--- src/rtl/pipe_scheduler.sv ---
// rtl/pipe_scheduler.sv - game sequencer: move tick, pipe slot spawning, scoring and IDLE/RUN/OVER flow
module pipe_scheduler #(
    parameter int NUM_PIPES = 3,
    parameter int SPAWN_GAP = 214,
    parameter int DIV_BIT   = 19,
    parameter int BIRD_X    = 100,
    parameter int OVER_HOLD = 48
) (
    input  logic                    clk,
    input  logic                    reset,
    input  logic                    flap,
    input  logic                    collision,
    input  logic [10*NUM_PIPES-1:0] pipe_x1,
    output logic [NUM_PIPES-1:0]    pipe_en,
    output logic                    pipe_rst,
    output logic                    tick,
    output logic [1:0]              state,
    output logic [7:0]              score,
    output logic [7:0]              high_score
);
    localparam int SPAWN_W = $clog2(SPAWN_GAP + 2);
    localparam int HOLD_W  = $clog2(OVER_HOLD + 2);
    localparam int SLOT_W  = $clog2(NUM_PIPES + 2);
    localparam logic [9:0]         BIRD_X10   = 10'(BIRD_X);
    localparam logic [SPAWN_W-1:0] SPAWN_LAST = SPAWN_W'(SPAWN_GAP - 1);
    localparam logic [HOLD_W-1:0]  HOLD_MIN   = HOLD_W'(OVER_HOLD);
    localparam logic [SLOT_W-1:0]  SLOT_END   = SLOT_W'(NUM_PIPES);

    typedef enum logic [1:0] {
        S_IDLE = 2'd0,
        S_RUN  = 2'd1,
        S_OVER = 2'd2,
        S_BAD  = 2'd3
    } state_t;

    state_t                  state_q;
    logic [NUM_PIPES-1:0]    pipe_en_q;
    logic                    pipe_rst_q;
    logic                    tick_q;
    logic [7:0]              score_q;
    logic [7:0]              high_q;
    logic [31:0]             divider_q;
    logic [31:0]             divider_d;
    logic                    flap_q;
    logic [10*NUM_PIPES-1:0] prev_x1_q;
    logic [SPAWN_W-1:0]      spawn_cnt_q;
    logic [SLOT_W-1:0]       next_slot_q;
    logic [HOLD_W-1:0]       hold_cnt_q;

    logic                    flap_rise;
    logic [3:0]              cross_cnt;
    logic [8:0]              score_sum;
    logic [7:0]              score_sat;
    logic [NUM_PIPES-1:0]    next_mask;
    logic [7:0]              best_score;

    assign divider_d  = divider_q + 32'd1;
    assign flap_rise  = flap & ~flap_q;
    assign next_mask  = NUM_PIPES'(1) << next_slot_q;
    assign best_score = (score_q > high_q) ? score_q : high_q;

    // A slot scores when its right edge passes from right of the bird to at/left of it.
    always_comb begin
        cross_cnt = 4'd0;
        for (int i = 0; i < NUM_PIPES; i++) begin
            if (pipe_en_q[i] && (prev_x1_q[10*i +: 10] > BIRD_X10) &&
                (pipe_x1[10*i +: 10] <= BIRD_X10)) begin
                cross_cnt = cross_cnt + 4'd1;
            end
        end
    end

    assign score_sum = {1'b0, score_q} + {5'b0, cross_cnt};
    assign score_sat = score_sum[8] ? 8'hFF : score_sum[7:0];

    always_ff @(posedge clk) begin
        if (reset) begin
            state_q     <= S_IDLE;
            pipe_en_q   <= '0;
            pipe_rst_q  <= 1'b1;
            tick_q      <= 1'b0;
            score_q     <= 8'd0;
            high_q      <= 8'd0;
            divider_q   <= 32'd0;
            flap_q      <= 1'b0;
            prev_x1_q   <= '0;
            spawn_cnt_q <= '0;
            next_slot_q <= '0;
            hold_cnt_q  <= '0;
        end else begin
            divider_q  <= divider_d;
            tick_q     <= divider_d[DIV_BIT] & ~divider_q[DIV_BIT];
            flap_q     <= flap;
            prev_x1_q  <= pipe_x1;
            pipe_rst_q <= 1'b0;

            case (state_q)
                S_IDLE: begin
                    pipe_en_q <= '0;
                    if (flap_rise) begin
                        state_q     <= S_RUN;
                        score_q     <= 8'd0;
                        spawn_cnt_q <= '0;
                        pipe_en_q   <= NUM_PIPES'(1);
                        next_slot_q <= SLOT_W'(1);
                    end
                end
                S_RUN: begin
                    // A hit freezes the game: no score or spawn is taken this cycle.
                    if (collision) begin
                        state_q    <= S_OVER;
                        pipe_en_q  <= '0;
                        high_q     <= best_score;
                        hold_cnt_q <= '0;
                    end else begin
                        score_q <= score_sat;
                        if (tick_q && (next_slot_q < SLOT_END)) begin
                            if (spawn_cnt_q == SPAWN_LAST) begin
                                pipe_en_q   <= pipe_en_q | next_mask;
                                next_slot_q <= next_slot_q + SLOT_W'(1);
                                spawn_cnt_q <= '0;
                            end else begin
                                spawn_cnt_q <= spawn_cnt_q + SPAWN_W'(1);
                            end
                        end
                    end
                end
                S_OVER: begin
                    pipe_en_q <= '0;
                    if (flap_rise && (hold_cnt_q >= HOLD_MIN)) begin
                        state_q     <= S_IDLE;
                        pipe_rst_q  <= 1'b1;
                        next_slot_q <= '0;
                    end else if (tick_q && (hold_cnt_q < HOLD_MIN)) begin
                        hold_cnt_q <= hold_cnt_q + HOLD_W'(1);
                    end
                end
                default: begin
                    state_q     <= S_IDLE;
                    pipe_rst_q  <= 1'b1;
                    pipe_en_q   <= '0;
                    next_slot_q <= '0;
                end
            endcase
        end
    end

    assign pipe_en    = pipe_en_q;
    assign pipe_rst   = pipe_rst_q;
    assign tick       = tick_q;
    assign state      = state_q;
    assign score      = score_q;
    assign high_score = high_q;
endmodule

--- config.mk ---
export PLATFORM = sky130hd
export DESIGN_NAME = pipe_scheduler
export DESIGN_NICKNAME = d
export VERILOG_FILES = /design/src/rtl/pipe_scheduler.sv
export SDC_FILE = /design/constraint.sdc
export NUM_CORES = 1
export LEC_CHECK = 0
export BUFFER_PORTS_ARGS = -buffer_cell sky130_fd_sc_hd__buf_2
export CAP_MARGIN = 20
export CORE_UTILIZATION = 30
export DETAILED_ROUTE_END_ITERATION = 10
export GPL_TIMING_DRIVEN = 0
export PLACE_DENSITY = 0.53
export SLEW_MARGIN = 20
export SYNTH_ARGS = -nofsm -noshare
export SYNTH_HDL_FRONTEND = slang
export SYNTH_SLANG_ARGS = --single-unit
--- constraint.sdc ---
create_clock -name clk -period 4 [get_ports clk]
set_input_delay 0.2 -clock clk [delete_from_list [all_inputs] [get_ports clk]]
set_output_delay 0.2 -clock clk [all_outputs]
set_load 0.05 [all_outputs]
==> results.ini, run 1 <==
[clock_tree]
postCtsSetupBuffers = 0
cts.sinks = 91
ctsResizeCount = 0
clk_latency_ps = 350
cts_root_buf = clkbuf_16
numCtsBuffers = 9
cts-htree-levels = 3
cts_max_path_buffers = 2
tritoncts = done
holdBufCountCts = 0
clk_pin_slew_worst_paths_ps = 70

[timing]
report.final.slew_viol_count = 0
final.setup.tns_ps = 0
period_minus_slack_ps = 3430
finalHoldViolCount = 0
fmax_mhz = 292
rsz0062_at_grt = no
finalCritPeriodShare_pct = 85.7
worst_pin_slew_ps = 798
fin_worst_skew_ps = 11.4
maxSlewHeadroom_pct = 46.8
setup_violations = 0

[detailed_routing]
vias = 3238
viasPerCell = 4.65
wl_met1_mm = 4.37
top_layer_used = met4
wl_mm = 8.63
avgRoutedWirePerCell_um = 12.4
dr.pass1.iters = 4
postRouteAntennaNets = 0
dr_wl_met2_mm = 3.82
wl_met3_um = 309
first_iter_violations = 171
drc = 0

[status]
outcome = completed

[power_and_ir_drop]
p_per_area_nw_per_um2 = 406
ir_drop_uv = 221
p_leak_nw = 1.95

[setup_path]
critical_path_required_ps = 4240
rr_worst_depth = 13
worst_setup_path_start_kind = flip-flop
cp_max_fo = 5
cp-end-kind = flip-flop
cp.arrival_ps = 3670
r2r_setup_slack_ps = 570
critical_path_class = reg2reg

[floorplan]
io_pins = 57
die_y_um = 119
dieWidth_um = 119
start_util_pct = 31.0
die_area_um2 = 14300
rows = 42
core_um2 = 13300

[global_routing]
track_usage_pct = 12.8
grt_overflow = 0
grt_pass1_vias = 3029
grt_max_degree = 17
grt_pass1_wl_mm = 14.4
antenna_found_initial = 0

[final_layout]
layout-drive-gt1-share_pct = 17.5
final_area_um2 = 4960
fin_nets = 574
area_growth_pct = 19.8
diodes = 0
mostFrequentLayoutCell = dfxtp_1
layout_common_cells = dfxtp_1, buf_2, nor2_1, nor2b_1, nand2_1

[synth]
synth-seq-area-share_pct = 44.0
syn_inst = 450
synth_area_per_cell_um2 = 9.19
synth_seq_cells = 91
async_flop_share_pct = 0
yosys_warnings = 0
synth-main-ff-cell = dfxtp_1
ys_types = 58
synth_edf_count = 0
synth_area_um2 = 4140
syn-num-nets = 507

[placed_design]
port_buffers = 56
hpwlAfterDp_mm = 6.48
gp_congestion = 0.761
place_area_um2 = 4640

[min_path]
hp-class = in2reg
hold_depth = 2

[job]
drv_cap = 0

[cell type report]
cell class	instances	area (um^2)
Fill cell	1354	8390
Timing Repair Buffer	56	280
Buffer	12	55.1
Tap cell	176	220
Clock buffer	9	225
Sequential cell	91	1820
Clock inverter	6	95.1
Inverter	19	71.3
Multi-Input combinational cell	328	2190
[where the power goes]
part / switching (mW) / internal (mW) / total [mW]
Combinational: 0.0870 / 0.0579 / 0.145
Clock: 0.368 / 0.552 / 0.919
Sequential: 0.0149 / 0.932 / 0.947
[metal layers]
| layer | global-route usage [%] | vias up |
|---|---|---|
| li1 | - | 1679 |
| met1 | 17.0 | 1493 |
| met2 | 19.5 | 55 |
| met3 | 3.07 | 11 |
| met4 | 5.86 | 0 |
| met5 | 0 | - |
[logic make-up after synthesis]
family / count (synthesis) / share of synthesized area [%]
buf+inv: 31 / 3.06
xor+xnor: 26 / 5.51
simple gates: 201 / 27.0
flops: 91 / 44.0
compound gates: 69 / 11.0
mux: 9 / 2.18
fa+ha+maj: 23 / 7.14
[state kept, by name, summed over array words and instances (netlist names), 3 cells and up]
name,cells
high_score,8
spawn_cnt_q,8
prev_x1_q,30
score,8
next_slot_q,3
divider_q,20
pipe_en,3
hold_cnt_q,6
[through the flow]
step                      hold WS [ps]  util, %  power, mW  setup slack, ps  cells
after detailed placement           431     34.7       1.11              575    682
after CTS                         62.8     37.1       2.05              542    697
final                             73.9     37.1       2.01              573    697
after floorplan                    328        -       1.06              547    450
after global placement             429     34.7       1.11              593    682
after global routing              66.4     37.1       2.10              409    697
[cell usage after synthesis (all sizes together), types with 7 or more instances]
master   n  area, um^2
nand4   10        62.6
nor2b   37         231
inv     19        71.3
dfxtp   91        1820
nor3     7        40.0
ha      22         275
clkbuf  10        40.0
nand2b  19         126
nand2   34         128
xor2    17         149
nand3   13        65.1
nor2    47         179
mux2i    9        90.1
a21oi   20         100
xnor2    9        78.8
o21ai   20         100
[critical path, stage by stage, from the launching register on]
cell and delay (ps):
dfxtp_1 390, or4b_2 600, a31oi_1 200, o41ai_1 160, inv_1 80, ha_1 240
xor2_1 170, ha_1 240, fa_1 410, a21o_1 190, nor2b_1 180, nand4_1 120
o21ai_0 100, a22o_1 240
[worst paths after layout]
kind                                     end         start
worst max register to register      score[5]    pipe_en[1]
worst min register to register  divider_q[0]  divider_q[0]
worst min-delay path            prev_x1_q[3]    pipe_x1[3]
worst max-delay path                score[5]    pipe_en[1]
No activity file was read; power rests on OpenSTA's default activity.
==> run 2: changes to the inputs <==
--- a/config.mk
+++ b/config.mk
@@ -11,6 +11,7 @@
 export DETAILED_ROUTE_END_ITERATION = 10
 export GPL_TIMING_DRIVEN = 0
 export PLACE_DENSITY = 0.53
+export RECOVER_POWER = 25
 export SLEW_MARGIN = 20
 export SYNTH_ARGS = -nofsm -noshare
 export SYNTH_HDL_FRONTEND = slang
==> results.ini, run 2 (synthesis gave the netlist of run 1 again) <==
[timing]
worst_pin_slew_ps = 798  ; unchanged
final.setup.tns_ps = 0  ; unchanged
fmax_mhz = 292  ; +0.21%
maxSlewHeadroom_pct = 46.8  ; unchanged
period_minus_slack_ps = 3420  ; -7.02 ps
finalCritPeriodShare_pct = 85.5  ; -0.18 points
rsz0062_at_grt = no
hold_slack_ps = 74.9  ; +0.987 ps
fin_worst_skew_ps = 11.4  ; -0.0777 ps
setup_violations = 0  ; unchanged
finalHoldViolCount = 0  ; unchanged
report.final.slew_viol_count = 0  ; unchanged

[clock_tree]
clk_latency_ps = 350  ; about the same
cts-htree-levels = 3  ; unchanged
holdBufCountCts = 0  ; unchanged
tritoncts = done
ctsResizeCount = 0  ; unchanged
numCtsBuffers = 9  ; unchanged
clk_pin_slew_worst_paths_ps = 70  ; about the same
cts_root_buf = clkbuf_16
cts_max_path_buffers = 2  ; unchanged
cts.sinks = 91  ; unchanged
postCtsSetupBuffers = 0  ; unchanged

[setup_path]
cp.arrival_ps = 3660  ; about the same
rr_worst_depth = 13  ; unchanged
cp-end-kind = flip-flop
critical_path_class = reg2reg
r2r_start = pipe_en[1]
worst_setup_path_start_kind = flip-flop
startpoint = pipe_en[1]
cp_max_fo = 5  ; unchanged
critical_path_required_ps = 4240  ; about the same

[final_layout]
largest_reg_flops = 30  ; unchanged
area_growth_pct = 19.8  ; about the same
layout-drive-gt1-share_pct = 17.3  ; -0.19 points
mostFrequentLayoutCell = dfxtp_1
diodes = 0  ; unchanged
fin_nets = 574  ; unchanged
layout_common_cells = dfxtp_1, buf_2, nor2_1, nor2b_1, nand2_1
regMostFlops = prev_x1_q
top_regs = prev_x1_q: 30 flops, divider_q: 20 flops

[global_routing]
grt_pass1_vias = 3029  ; unchanged
grt_pass1_wl_mm = 14.4  ; unchanged
grt_overflow = 0  ; unchanged
antenna_found_initial = 0  ; unchanged
grt_max_degree = 17  ; unchanged
track_usage_pct = 12.8  ; unchanged

[detailed_routing]
avgRoutedWirePerCell_um = 12.4  ; unchanged
vias = 3232  ; -0.19%
first_iter_violations = 171  ; unchanged
drc = 0  ; unchanged
dr.pass1.iters = 4  ; unchanged
postRouteAntennaNets = 0  ; unchanged
wl_mm = 8.63  ; unchanged
viasPerCell = 4.64  ; -0.19%

[power_and_ir_drop]
total_power_mw = 2.01  ; about the same
p_leak_nw = 1.95  ; -0.14%
ir_drop_uv = 221  ; -0.18%
p_per_area_nw_per_um2 = 406  ; about the same

[min_path]
worstHoldStart = pipe_x1[3]
hp-class = in2reg
hold_depth = 2  ; unchanged

[placed_design]
port_buffers = 56  ; unchanged
gp_congestion = 0.761  ; unchanged
hpwlAfterDp_mm = 6.48  ; unchanged

[floorplan]
die_y_um = 119  ; unchanged
start_util_pct = 31.0  ; unchanged
rows = 42  ; unchanged
core_um2 = 13300  ; unchanged
dieWidth_um = 119  ; unchanged
io_pins = 57  ; unchanged
die_area_um2 = 14300  ; unchanged

[job]
drv_cap = 0  ; unchanged

[status]
outcome = completed

run 2: report_power, final:
part | leakage (nW) | internal [mW] | total (mW) | switching [mW]
Combinational | 1.05 | 0.0577 | 0.145 | 0.0871
Clock | 0.157 | 0.552 | 0.919 | 0.367
Sequential | 0.744 | 0.932 | 0.947 | 0.0149
run 2: metrics by stage:
stage	setup slack [ps]	instances	cell area, um^2	util (%)
final	580	697	4960	37.1
after global routing	409	697	4960	37.1
after CTS	542	697	4960	37.1
after detailed placement	575	682	4640	34.7
after global placement	593	682	4640	34.7
after floorplan	547	450	4140	-
run 2: final timing paths:
check	slack [ps]	end
hold / removal	70	prev_x1_q[3]
hold reg to reg	470	divider_q[0]
setup / recovery	580	score[5]
setup reg to reg	580	score[5]
run 2: metal layers:
layer | vias to the layer above | global-route usage (%) | wire length (um)
li1 | 1676 | - | -
met1 | 1488 | 17.0 | 4340
met2 | 57 | 19.5 | 3840
met3 | 11 | 3.07 | 314
met4 | 0 | 5.86 | 134
met5 | - | 0 | 0
run 2: final cells by class:
| type | count | area [um^2] |
|---|---|---|
| clock buffer | 9 | 225 |
| clock inverter | 6 | 95.1 |
| timing repair buffer | 56 | 279 |
| multi-input combinational | 328 | 2190 |
| fill | 1352 | 8390 |
| inverter | 19 | 71.3 |
| sequential | 91 | 1820 |
| buffer | 12 | 55.1 |
| tap | 176 | 220 |
run 2: critical path: stages, from the launching register on:
cell,delay (ps)
dfxtp_1,380
or4b_2,600
a31oi_1,200
o41ai_1,160
inv_1,80
ha_1,240
xor2_1,170
ha_1,240
fa_1,410
a21o_1,190
nor2b_1,180
nand4_1,120
o21ai_0,100
a22o_1,240
==> run 3: changes to the inputs <==
--- a/config.mk
+++ b/config.mk
@@ -10,6 +10,7 @@
 export CORE_UTILIZATION = 30
 export DETAILED_ROUTE_END_ITERATION = 10
 export GPL_TIMING_DRIVEN = 0
+export MAX_ROUTING_LAYER = met4
 export PLACE_DENSITY = 0.53
 export RECOVER_POWER = 25
 export SLEW_MARGIN = 20
==> results.ini, run 3 (synthesis gave the netlist of run 1 again) <==
[status]
outcome = completed

[setup_path]
cp-end-kind = flip-flop
worst_setup_path_start_kind = flip-flop
critical_path_required_ps = 4240  ; about the same
cp.arrival_ps = 3660  ; about the same
critical_path_class = reg2reg
rr_worst_depth = 13  ; unchanged
cp_max_fo = 5  ; unchanged

[global_routing]
antenna_found_initial = 0  ; unchanged
grt_max_degree = 17  ; unchanged
grt_pass1_vias = 3022  ; -0.23%
grt_pass1_wl_mm = 14.4  ; +0.15%
grt_overflow = 0  ; unchanged
track_usage_pct = 13.2  ; +0.40 points

[timing]
worst_pin_slew_ps = 813  ; +14.6 ps
finalHoldViolCount = 0  ; unchanged
setup_violations = 0  ; unchanged
fmax_mhz = 293  ; about the same
period_minus_slack_ps = 3420  ; -1.64 ps
rsz0062_at_grt = no
hold_slack_ps = 73.8  ; -1.07 ps
final.setup.tns_ps = 0  ; unchanged
maxSlewHeadroom_pct = 45.8  ; -0.97 points
finalCritPeriodShare_pct = 85.5  ; about the same
report.final.slew_viol_count = 0  ; unchanged
fin_worst_skew_ps = 10.4  ; -0.936 ps

[final_layout]
largest_reg_flops = 30  ; unchanged
final_area_um2 = 4960  ; unchanged
fin_nets = 574  ; unchanged
top_regs = prev_x1_q: 30 flops, divider_q: 20 flops
layout-drive-gt1-share_pct = 17.3  ; unchanged
mostFrequentLayoutCell = dfxtp_1
regMostFlops = prev_x1_q
fill_cells = 1352  ; unchanged
layout_common_cells = dfxtp_1, buf_2, nor2_1, nor2b_1, nand2_1
area_growth_pct = 19.8  ; unchanged
diodes = 0  ; unchanged

[power_and_ir_drop]
ir_drop_uv = 223  ; +1.0%
total_power_mw = 2.01  ; about the same
p_leak_nw = 1.95  ; unchanged
p_per_area_nw_per_um2 = 406  ; about the same

[clock_tree]
tritoncts = done
postCtsSetupBuffers = 0  ; unchanged
cts_root_buf = clkbuf_16
clk_pin_slew_worst_paths_ps = 70  ; about the same
ctsResizeCount = 0  ; unchanged
holdBufCountCts = 0  ; unchanged
numCtsBuffers = 9  ; unchanged
clk_latency_ps = 350  ; about the same
cts.sinks = 91  ; unchanged
cts_max_path_buffers = 2  ; unchanged
cts-htree-levels = 3  ; unchanged

[detailed_routing]
drc = 0  ; unchanged
first_iter_violations = 166  ; -2.9%
avgRoutedWirePerCell_um = 12.4  ; about the same
postRouteAntennaNets = 0  ; unchanged
viasPerCell = 4.65  ; +0.25%
vias = 3240  ; +0.25%
dr.pass1.iters = 4  ; unchanged
wl_mm = 8.63  ; about the same

[placed_design]
hpwlAfterDp_mm = 6.48  ; unchanged
gp_congestion = 0.771  ; +1.3%
place_area_um2 = 4640  ; unchanged
port_buffers = 56  ; unchanged

[floorplan]
dieWidth_um = 119  ; unchanged
core_um2 = 13300  ; unchanged
die_y_um = 119  ; unchanged
rows = 42  ; unchanged
io_pins = 57  ; unchanged
start_util_pct = 31.0  ; unchanged
die_area_um2 = 14300  ; unchanged

[min_path]
hold_depth = 2  ; unchanged
hp-class = in2reg

[job]
drv_cap = 0  ; unchanged

-- run 3: cell counts in the layout (fill, tap and decap cells not counted) --
No cell type changed its count.
-- run 3: metrics by stage --
stage	utilization, %	setup slack [ps]	cells
floorplan	-	547	450
detailed placement	34.7	575	682
finish	37.1	582	697
CTS	37.1	542	697
global placement	34.7	593	682
global route	37.1	409	697
-- run 3: final timing paths --
check / to / slack (ps) / startpoint
min reg2reg: divider_q[0] / 470 / divider_q[0]
max: score[5] / 580 / pipe_en[1]
min: prev_x1_q[3] / 70 / pipe_x1[3]
max reg2reg: score[5] / 580 / pipe_en[1]
-- run 3: cell type report --
type | count | area (um^2) | area share [%]
well taps | 176 | 220 | 4.44
repair buffers | 56 | 279 | 5.63
inverters | 19 | 71.3 | 1.44
clock buffers | 9 | 225 | 4.54
clock inverters | 6 | 95.1 | 1.92
multi-input cells | 328 | 2190 | 44.2
plain buffers | 12 | 55.1 | 1.11
flip-flops and latches | 91 | 1820 | 36.8
-- run 3: routing by layer --
metal / part of all wire [%] / track usage, % / vias up
met2: 44 / 19.5 / 53
li1: - / - / 1678
met5: 0 / - / -
met3: 3.4 / 3.11 / 14
met1: 50 / 17.1 / 1495
met4: 1.9 / 5.86 / 0
-- run 3: worst max-delay path, stage by stage (launching register included) --
cell     delay [ps]
dfxtp_1         380
or4b_2          600
a31oi_1         200
o41ai_1         160
inv_1            80
ha_1            240
xor2_1          170
ha_1            240
fa_1            410
a21o_1          190
nor2b_1         180
nand4_1         120
o21ai_0         100
a22o_1          240
-- run 3: where the power goes --
group	switching, mW	internal (mW)
sequential	0.0149	0.932
combinational	0.0870	0.0577
clock	0.368	0.552
